### config.mk
export PLATFORM = sky130hd
export DESIGN_NAME = mp_add_sequencer
export DESIGN_NICKNAME = d
export VERILOG_FILES = /design/src/rtl/mp_add_pkg.sv /design/src/rtl/mp_add_sequencer_sklansky.sv /design/src/rtl/mp_add_sequencer.sv
export SDC_FILE = /design/constraint.sdc
export NUM_CORES = 1
export LEC_CHECK = 0
export CORE_MARGIN = 2
export CORE_UTILIZATION = 25
export CTS_BUF_LIST = sky130_fd_sc_hd__clkbuf_16
export CTS_CLUSTER_SIZE = 16
export DETAILED_ROUTE_END_ITERATION = 6
export GPL_TIMING_DRIVEN = 0
export PLACE_DENSITY = 0.55
export SETUP_SLACK_MARGIN = 0.15
export SLEW_MARGIN = 40
export SYNTH_ARGS = -nofsm -noshare
export SYNTH_HDL_FRONTEND = slang
export SYNTH_HIERARCHICAL = 1
export SYNTH_SLANG_ARGS = --single-unit
### constraint.sdc
create_clock -name clk -period 6.59 [get_ports clk]
set_clock_uncertainty 0.2 [all_clocks]
set_input_delay 1.318 -clock clk [delete_from_list [all_inputs] [get_ports clk]]
set_output_delay 1.318 -clock clk [all_outputs]
set_load 0.02 [all_outputs]
### src/rtl/mp_add_pkg.sv
// Shared types and default sizing for the multi-precision add/sub sequencer.
// Contents:
//   WORD_W_DEF / WORDS_DEF : default slice width and slice count
//   mp_state_t             : sequencer FSM state encoding
package mp_add_pkg;

    localparam int WORD_W_DEF = 8;
    localparam int WORDS_DEF  = 4;

    typedef enum logic [1:0] {
        IDLE = 2'd0,
        RUN  = 2'd1,
        DONE = 2'd2
    } mp_state_t;

endpackage

### src/rtl/mp_add_sequencer_sklansky.sv
// sklansky_adder: SIZE-bit parallel-prefix (Sklansky) adder, purely combinational.
// Ports:
//   a, b  in  SIZE  addends
//   cin   in  1     carry in
//   sum   out SIZE  a + b + cin (low SIZE bits)
//   cout  out 1     carry out of bit SIZE-1
module sklansky_adder #(
    parameter int SIZE = 8
) (
    input  logic [SIZE-1:0] a,
    input  logic [SIZE-1:0] b,
    input  logic            cin,
    output logic [SIZE-1:0] sum,
    output logic            cout
);

    localparam int LV = $clog2(SIZE);

    logic [SIZE-1:0] g [0:LV];
    logic [SIZE-1:0] p [0:LV];
    logic [SIZE-1:0] prop;
    logic [SIZE:0]   c;

    always_comb begin
        prop = a ^ b;
        for (int l = 0; l <= LV; l++) begin
            g[l] = '0;
            p[l] = '0;
        end
        g[0] = a & b;
        p[0] = prop;
        // cin is folded into bit 0's generate, so the final prefix generate of
        // bit i is directly the carry into bit i+1.
        g[0][0] = (a[0] & b[0]) | (prop[0] & cin);
        for (int l = 0; l < LV; l++) begin
            for (int i = 0; i < SIZE; i++) begin
                if (((i >> l) & 1) == 1) begin
                    // combine with the last bit of the lower half of this 2^(l+1) group
                    g[l+1][i] = g[l][i] | (p[l][i] & g[l][((i >> l) << l) - 1]);
                    p[l+1][i] = p[l][i] & p[l][((i >> l) << l) - 1];
                end else begin
                    g[l+1][i] = g[l][i];
                    p[l+1][i] = p[l][i];
                end
            end
        end
        c[0]      = cin;
        c[SIZE:1] = g[LV];
        sum       = prop ^ c[SIZE-1:0];
        cout      = c[SIZE];
    end

endmodule

### src/rtl/mp_add_sequencer.sv
// mp_add_sequencer: multi-precision add/sub engine. One WORD_W-bit Sklansky adder
// is reused for WORDS cycles, least-significant word first, with the carry
// chained word to word through a register.
// Optional feature macro: MP_ADD_SUB_EN (enables in_sub = A - B).
// Ports:
//   clk, rst            clock / async active-high reset
//   in_valid/in_ready   operand handshake (in_ready only in IDLE)
//   in_a, in_b, in_cin  operands and carry-in
//   in_sub              subtract select (ignored without MP_ADD_SUB_EN)
//   out_valid/out_ready result handshake (out_valid only in DONE)
//   out_sum, out_cout   W-bit result and carry out of top word
//   out_ovf             two's-complement overflow of the W-bit result
//   busy                engine not idle
//
// state | meaning
// IDLE  | waiting for operands, in_ready=1
// RUN   | one word per cycle through the shared adder
// DONE  | result held on outputs until consumer accepts
module mp_add_sequencer
    import mp_add_pkg::*;
#(
    parameter int WORD_W = WORD_W_DEF,
    parameter int WORDS  = WORDS_DEF
) (
    input  logic                     clk,
    input  logic                     rst,
    input  logic                     in_valid,
    output logic                     in_ready,
    input  logic [WORD_W*WORDS-1:0]  in_a,
    input  logic [WORD_W*WORDS-1:0]  in_b,
    input  logic                     in_cin,
    input  logic                     in_sub,
    output logic                     out_valid,
    input  logic                     out_ready,
    output logic [WORD_W*WORDS-1:0]  out_sum,
    output logic                     out_cout,
    output logic                     out_ovf,
    output logic                     busy
);

    localparam int W  = WORD_W * WORDS;
    localparam int CW = $clog2(WORDS) + 1;

    mp_state_t         state;
    logic [W-1:0]      a_sh;
    logic [W-1:0]      b_sh;
    logic [W-1:0]      sum_sh;
    logic              carry;
    logic [CW-1:0]     cnt;
    logic [W-1:0]      b_eff;
    logic              cin_eff;
    logic [WORD_W-1:0] slice_sum;
    logic              slice_cout;
    logic [W-1:0]      sum_next;
    logic              last_word;

`ifdef MP_ADD_SUB_EN
    assign b_eff   = in_sub ? ~in_b : in_b;
    assign cin_eff = in_sub ? 1'b1 : in_cin;
`else
    logic unused_sub;
    assign unused_sub = in_sub;
    assign b_eff      = in_b;
    assign cin_eff    = in_cin;
`endif

    sklansky_adder #(.SIZE(WORD_W)) u_slice_add (
        .a    (a_sh[WORD_W-1:0]),
        .b    (b_sh[WORD_W-1:0]),
        .cin  (carry),
        .sum  (slice_sum),
        .cout (slice_cout)
    );

    // New sum word enters at the top; after WORDS shifts the register holds the result.
    assign sum_next  = (sum_sh >> WORD_W) | (W'(slice_sum) << (W - WORD_W));
    assign last_word = (cnt == CW'(WORDS - 1));
    assign out_sum   = sum_sh;

    always_ff @(posedge clk or posedge rst) begin
        if (rst) begin
            state     <= IDLE;
            a_sh      <= '0;
            b_sh      <= '0;
            sum_sh    <= '0;
            carry     <= 1'b0;
            cnt       <= '0;
            out_cout  <= 1'b0;
            out_ovf   <= 1'b0;
            out_valid <= 1'b0;
            in_ready  <= 1'b0;
            busy      <= 1'b0;
        end else begin
            case (state)
                IDLE: begin
                    if (in_valid && in_ready) begin
                        a_sh     <= in_a;
                        b_sh     <= b_eff;
                        carry    <= cin_eff;
                        cnt      <= '0;
                        in_ready <= 1'b0;
                        busy     <= 1'b1;
                        state    <= RUN;
                    end else begin
                        in_ready <= 1'b1;
                    end
                end
                RUN: begin
                    a_sh   <= a_sh >> WORD_W;
                    b_sh   <= b_sh >> WORD_W;
                    sum_sh <= sum_next;
                    carry  <= slice_cout;
                    cnt    <= cnt + CW'(1);
                    if (last_word) begin
                        // the low slice of a_sh/b_sh now holds the original top word
                        out_cout  <= slice_cout;
                        out_ovf   <= (a_sh[WORD_W-1] == b_sh[WORD_W-1]) &&
                                     (slice_sum[WORD_W-1] != a_sh[WORD_W-1]);
                        out_valid <= 1'b1;
                        state     <= DONE;
                    end
                end
                DONE: begin
                    if (out_ready) begin
                        out_valid <= 1'b0;
                        busy      <= 1'b0;
                        in_ready  <= 1'b1;
                        state     <= IDLE;
                    end
                end
                default: begin
                    state <= IDLE;
                end
            endcase
        end
    end

endmodule

==> run summary, run 1 <==
The run finished with clean final reports. The routed design has 12,300 um of wire. By startpoint and endpoint, the worst setup path is classified as flip-flop to primary output. The tools report the worst slew margin relative to its limit as 0.679. OpenSTA, run right after detailed placement, puts the worst setup slack at 3.52 ns. The most common flop cell mapped by yosys was sky130_fd_sc_hd__dfrtp_1.

Sorting the synthesized cells by how often they occur yields sky130_fd_sc_hd__dfrtp_1, sky130_fd_sc_hd__nand2_1, sky130_fd_sc_hd__o21ai_0. The synthesis-to-layout area growth is 35.1%, and the cell area after technology mapping is 4890 um2. The tools report the number of buffers on the longest clock path as 2. The first TritonRoute pass finished after 5 iterations. The share of the synthesized area in the top cell type is 0.547. The number of nets handed over by synthesis was 556. During placement, the flow inserted port buffers numbering 105. Using the TritonRoute via totals, the vias-per-cell ratio works out to 4.43. The tools report the category of the worst setup path capture point as a primary output.

The gate count of the mapped netlist is 474. The number of antenna diodes in the final layout is 0. The die covers 20,700 um2. The post-synthesis cell type count is 35. For this design the ratio of total power to cell area is 506 nW/um2. Setup violations remaining at the end of the flow were counted as 0. The number of flops mapped to enable cells by yosys came out at 0. Hold repair after CTS inserted 0 buffers. The floorplan die height is 144 um.

The proportion of synthesized chip area in sequential cells is 0.547. In this run the clock root is driven by a sky130_fd_sc_hd__clkbuf_16. The run gives 0.125 as the overall global routing resource usage.

The first global-routing pass estimated 20,300 um of wire. For the count of nets after finishing, the log shows 673. In this run the critical register-to-register path is captured at out_ovf$_DFFE_PP0P_.

The most common cell in the synthesized netlist is sky130_fd_sc_hd__dfrtp_1. The largest total area in the synthesized netlist belongs to sky130_fd_sc_hd__dfrtp_1. Gates resized during post-CTS repair numbered 0.

The cell leakage power was 2.99 nW; the number of antenna violations at the first check in global routing was 0. The instance count along the most critical hold path is 2, and the pin count of the biggest net entering global routing is 56. The synthesized design contains 107 register bits. The transition time of the tightest slew-check pin is 0.482 ns. The worst setup path is launched from a flip-flop.

In this run, the number of DRC markers left after iteration 0 of detailed routing was 205. For this run, the top clock speed supported by timing is 345 MHz. The fraction of final layout cells sized beyond drive strength 1 works out to 0.0807. The tools report the HPWL reported at the end of detailed placement as 9510 um. For this design, the sink count on the clock tree is 107.

107 I/O pins were placed. The critical path required time is 5.07 ns, and the final routed DRC violation total is 0. Across the VDD grid, the largest voltage drop is 189 uV. Cell count of the worst reg-to-reg path: 10. Setup slack on the critical path of the routed design comes to 3.69 ns. In the post-synthesis netlist, the biggest area contributors are sky130_fd_sc_hd__dfrtp_1, sky130_fd_sc_hd__mux2i_1, sky130_fd_sc_hd__nand2_1. The number of clock buffers added by TritonCTS is 9. TritonCTS built the clock tree. On the critical path the largest part of the delay comes from buffers and inverters. The share of flip-flops with an asynchronous set or reset came out at 1.00. The mean routed wirelength per cell is 14.3 um. The clock-pin slew of the registers on the worst-case setup and hold paths is 0.07 ns, and the setup fix buffers added after clock tree synthesis is 0. The critical path goes through clkdlybuf4s50_1. In the final timing run, aggregate negative setup slack is 0 ns. The tools report the initial core utilization as 0.253. The floorplan row count is 51, and the via count of the first global-routing pass is 3,925.

The width of the chip came out at 144 um. The number of nets still failing antenna checks after routing is 0. Worst min-delay path endpoint: out_sum[3]$_DFFE_PP0N_. The run gives 3.34 mW as the power after layout. The area inside the core boundary was 19,300 um2; the number of hold violations in the final report was 0. The slowest stage of the critical path is the sky130_fd_sc_hd__clkdlybuf4s50_1 cell. The post-route fraction of the period consumed by the critical path is 0.439, and the final number of max-transition violations is 0. The Yosys step of the flow raised 6 warnings.

The number of stages on the worst setup path is 1, and the number of levels the H-tree was split into is 3. On the worst path, the slowest cell contributes a delay of 0.65 ns. In this run the critical register-to-register path is launched from a_sh[0]$_DFFE_PP0P_.

The launch instance of the worst min-delay path was out_sum[3]$_DFFE_PP0N_. Setup repair after global routing left no endpoint under its margin. The post-route minimum period came out at 2.90 ns.

The highest net fanout along the worst path works out to 3. The final weighted congestion in routability-driven placement is 0.769, and the mean post-synth cell area is 10.3 um2. The run gives 0.35 ns as the worst-skew pair later-pin latency.

Number of buffer and inverter stages on the critical path: 1. The worst register-to-register path has a setup slack of 3.86 ns. The tool flagged a number of max-cap violations equal to 0.

The min-delay analysis places its worst path in the category flip-flop to flip-flop. STA puts the critical path data arrival time at 1.38 ns. The routed layout has 3,814 vias. After global routing the overflow that remains totals 0.
cells in the final DEF (no fill, tap or decap), types with 4 or more instances in the layout:
master	n
sky130_fd_sc_hd__buf_4	5
sky130_fd_sc_hd__fa_1	4
sky130_fd_sc_hd__nand2_1	101
sky130_fd_sc_hd__buf_2	16
sky130_fd_sc_hd__mux2i_1	49
sky130_fd_sc_hd__o21ai_0	53
sky130_fd_sc_hd__dfrtp_1	107
sky130_fd_sc_hd__clkbuf_16	9
sky130_fd_sc_hd__clkdlybuf4s50_1	105
sky130_fd_sc_hd__nand3_1	51
sky130_fd_sc_hd__a22o_1	16
sky130_fd_sc_hd__inv_1	16
sky130_fd_sc_hd__a21oi_1	7
sky130_fd_sc_hd__clkbuf_1	10
sky130_fd_sc_hd__ha_1	8
stage by stage:
stage | cell area, um2 | cells | utilization | hold WS, ns
after floorplan | 4890 | 474 | - | 0.266
after global placement | 6270 | 844 | 0.324 | 0.256
after detailed placement | 6310 | 845 | 0.326 | 0.265
after CTS | 6610 | 860 | 0.342 | 0.282
after global routing | 6610 | 860 | 0.342 | 0.301
final | 6610 | 860 | 0.342 | 0.274
area by class of cell:
cell class	count	area, um2
fillers	1962	12700
flip-flops and latches	107	2680
multi-input cells	316	1960
repair buffers	106	1080
well taps	265	332
clock buffers	9	225
plain buffers	34	189
clock inverters	6	72.6
inverters	17	71.3
state kept, by name, summed over array words and instances, names as in the netlist:
| register | cells |
|---|---|
| a_sh | 32 |
| b_sh | 32 |
| busy | 1 |
| carry | 1 |
| cnt | 3 |
| in_ready | 1 |
| out_cout | 1 |
| out_ovf | 1 |
| out_sum | 32 |
| out_valid | 1 |
| state | 2 |
cell families (layout without fill, tap and decap cells):
| logic type | after synthesis | after routing | share of synthesized area |
|---|---|---|---|
| simple gates | 164 | 164 | 0.146 |
| flops | 107 | 107 | 0.547 |
| compound gates | 86 | 86 | 0.108 |
| mux | 51 | 51 | 0.105 |
| buf+inv | 51 | 172 | 0.0517 |
| fa+ha+maj | 12 | 12 | 0.0368 |
| xor+xnor | 3 | 3 | 0.00537 |
how the worst max path moves through the flow:
stage                            startpoint                   end  slack (ns)
finish              out_sum[31]$_DFFE_PP0N_           out_sum[31]        3.69
global route        out_sum[24]$_DFFE_PP0N_           out_sum[24]        3.63
CTS                 out_sum[21]$_DFFE_PP0N_           out_sum[21]        3.68
detailed placement                 in_valid   b_sh[3]$_DFFE_PP0P_        3.52
global placement                        rst  b_sh[30]$_DFFE_PP0P_        0.70
floorplan                               rst   a_sh[0]$_DFFE_PP0P_        2.25
layer usage:
| metal | track usage | wire, um | vias up |
|---|---|---|---|
| li1 | - | - | 1854 |
| met1 | 0.163 | 5590 | 1833 |
| met2 | 0.207 | 5860 | 115 |
| met3 | 0.0337 | 664 | 12 |
| met4 | 0.0330 | 167 | 0 |
| met5 | 0 | 0 | - |
power by group:
| group | switching (mW) | total (mW) | internal [mW] | leakage (nW) |
|---|---|---|---|---|
| clock network | 0.249 | 0.547 | 0.297 | 0.143 |
| registers | 0.180 | 1.12 | 0.940 | 1.36 |
| logic | 0.953 | 1.68 | 0.724 | 1.48 |
| total | 1.38 | 3.34 | 1.96 | 2.99 |
No activity file was read; power rests on OpenSTA's default activity.
==> inputs of run 2 (changes only) <==
==> constraint.sdc (replaced) <==
create_clock -name clk -period 2.9 [get_ports clk]
set_clock_uncertainty 0.2 [all_clocks]
set_input_delay 0.58 -clock clk [delete_from_list [all_inputs] [get_ports clk]]
set_output_delay 0.58 -clock clk [all_outputs]
set_load 0.02 [all_outputs]
==> run summary, run 2 (synthesized netlist as in run 1, its figures left out) <==
STA classifies the critical path endpoint as a flip-flop. Register share of total power: 0.333. Final weighted congestion in routability-driven placement: 0.793. The floorplan row count is 51, and the worst slew margin relative to its limit is 0.688. The run gives 107 as the top-level port count. The tree is rooted in a sky130_fd_sc_hd__clkbuf_16. Summed over all nets, the switching power comes to 3.17 mW. The worst-skew pair later-pin latency was 0.36 ns. Along the worst hold path, the cell count comes to 2. In this run the static leakage power is 3.04 nW.

The via count of the first global-routing pass came out at 3,877. The final wirelength came out at 12,500 um. TritonCTS built the clock tree. Once the clock tree was built, the setup fixing pass inserted 0 buffers. After floorplanning, the core was sized to cover 19,300 um2.

For the worst setup path, the data arrival time is 2.70 ns. The logs give 0.164 for the share of power burned in the clock network and 0 for the max-cap violation count. The run gives 107 as the number of clock sinks. The number of clock buffers added by TritonCTS is 9.

The tools report the combinational share of power as 0.504. The overall global routing resource usage is 0.128. The tools report the area after detailed placement as 6410 um2. The fraction of final layout cells sized beyond drive strength 1 is 0.0900. Excluding fillers, the count of instances in the completed layout stands at 865. At the worst endpoint, the required time is 2.95 ns.

The tools report the pin count of the biggest net entering global routing as 24. Number of hold violations in the final report: 0. The startpoint identified for the worst register-to-register timing path is a_sh[0]$_DFFE_PP0P_. For this run, the top clock speed supported by timing is 377 MHz. The kind of start point of the critical path is a flip-flop. The type of the worst min-delay path was flip-flop to flip-flop.

Setup repair after global routing left no endpoint under its margin. The endpoint identified for the worst register-to-register timing path is out_ovf$_DFFE_PP0P_. The number of search-and-repair iterations in the first detailed-routing pass is 4, and the power per standard cell area is 1140 nW/um2. After the last flow step, the layout net total stands at 677. The count of input and output buffers is 105, and the synthesis-to-layout area growth is 37.4%. The clock-pin slew of the registers on the worst-case setup and hold paths came out at 0.07 ns. In the layout the commonest cells are sky130_fd_sc_hd__dfrtp_1, sky130_fd_sc_hd__clkdlybuf4s50_1, sky130_fd_sc_hd__nand2_1, sky130_fd_sc_hd__o21ai_0, sky130_fd_sc_hd__nand3_1. Of all nets on the critical path, the largest fanout is 3. The tools report the initial core utilization as 0.253.

The number of buffers inserted by hold repair at cts was 0. After detailed placement, the design holds a cell count of 849. Global routing finished with a remaining overflow of 0. Largest vdd supply drop: 450 uV. For the pin with the worst max-slew slack, the measured transition is 0.468 ns.

The number of nets still failing antenna checks after routing is 0, and the diode insertion count for antenna repair is 0. The die is 144 um wide. The tools report the wire length of the first global-routing pass as 20,300 um.

The post-route fraction of the period consumed by the critical path is 0.915. The tools report the area enclosed by the die boundary as 20,700 um2. The cell count of the worst reg-to-reg path works out to 10. The flow ran to the end, and the final reports show no timing, DRC or antenna violations. Dividing the detail-routed via count by the number of cells gives 4.37. The worst setup path is of the flip-flop to flip-flop kind. The final route contains 3,777 vias. The floorplan die height is 144 um, and the final non-filler cell area is 6720 um2. In the final routed layout, each cell accounts on average for 14.5 um.

The clock period could shrink to 2.65 ns. Setup violations remaining at the end of the flow were counted as 0. For the final number of max-transition violations, the log shows 0.

Adding up every negative setup slack in the final design gives 0 ns. For this run, design rule violations remaining after detail routing come to 0. The switching share of total power was 0.413. For the internal power contribution, the log shows 4.49 mW.

Launch instance of the worst min-delay path: out_sum[2]$_DFFE_PP0N_. The logs give 2 for the number of buffers on the longest clock path and 3 for the number of levels the H-tree was split into. Hold is met by 0.277 ns.

Leaving out fill and tap cells, the most frequent cell in the layout is sky130_fd_sc_hd__dfrtp_1. Summed over all nets, the half-perimeter wirelength after detailed placement is 9760 um. The number of violations reported at the end of detailed-routing iteration 0 came out at 169. In this run the register-to-register setup slack is 0.25 ns.

The worst min-delay path endpoint was out_sum[2]$_DFFE_PP0N_. The number of antenna violations at the first check in global routing was 0.
## run 2: power groups by stage
stage                     clock network (mW)  registers (mW)  logic, mW
after floorplan                            0            2.75       2.34
after global placement                     0            2.55       3.74
after detailed placement                   0            2.58       3.87
after CTS                               1.30            2.55       3.89
after global routing                    1.36            2.63       4.33
final                                   1.25            2.55       3.86
## run 2: routing by layer
layer	track usage	vias up	share of wire
met5	0	-	0
li1	-	1871	-
met4	0.0294	0	0.0071
met2	0.210	104	0.48
met3	0.0367	8	0.053
met1	0.166	1794	0.46
## run 2: worst max-delay path, cell delays in order (launching register included)
cell                       delay [ns]
sky130_fd_sc_hd__dfrtp_1         0.36
sky130_fd_sc_hd__inv_1           0.08
sky130_fd_sc_hd__fa_1            0.41
sky130_fd_sc_hd__inv_1           0.08
sky130_fd_sc_hd__fa_2            0.24
sky130_fd_sc_hd__a211oi_4        0.08
sky130_fd_sc_hd__o2111a_1        0.24
sky130_fd_sc_hd__or3_1           0.42
sky130_fd_sc_hd__nand2b_1        0.09
sky130_fd_sc_hd__o22ai_1         0.09
sky130_fd_sc_hd__mux2_2          0.26
## run 2: worst max-delay path by stage
stage                                   start                   end  slack (ns)  cells after the start
after CTS                 a_sh[0]$_DFFE_PP0P_   out_ovf$_DFFE_PP0P_        0.22                     10
final                     a_sh[0]$_DFFE_PP0P_   out_ovf$_DFFE_PP0P_        0.25                     10
after global placement                    rst  b_sh[30]$_DFFE_PP0P_       -0.23                      2
after floorplan           a_sh[0]$_DFFE_PP0P_   out_ovf$_DFFE_PP0P_        0.42                     10
after detailed placement  a_sh[0]$_DFFE_PP0P_   out_ovf$_DFFE_PP0P_        0.15                     10
after global routing      a_sh[0]$_DFFE_PP0P_   out_ovf$_DFFE_PP0P_        0.15                     10
## run 2: stage by stage
stage / util / total power, mW / worst slack (ns)
3_3_place_gp: 0.325 / 6.29 / -0.225
5_1_grt: 0.348 / 8.32 / 0.153
3_5_place_dp: 0.331 / 6.45 / 0.152
4_1_cts: 0.347 / 7.74 / 0.221
2_1_floorplan: - / 5.09 / 0.422
6_report: 0.348 / 7.65 / 0.245
## run 2: what timing repair did
item	in CTS	in global routing
resized for setup	1	2
pin swaps	0	1
cloned	0	0
hold endpoints to repair	0	0
setup endpoints to repair	1	1
## run 2: area by class of cell
cell class	count	area, um2
buffer	34	189
tap	265	332
clock buffer	9	225
sequential	107	2680
multi-input combinational	316	1980
fill	1978	12600
timing repair buffer	110	1180
clock inverter	7	73.8
inverter	17	67.6
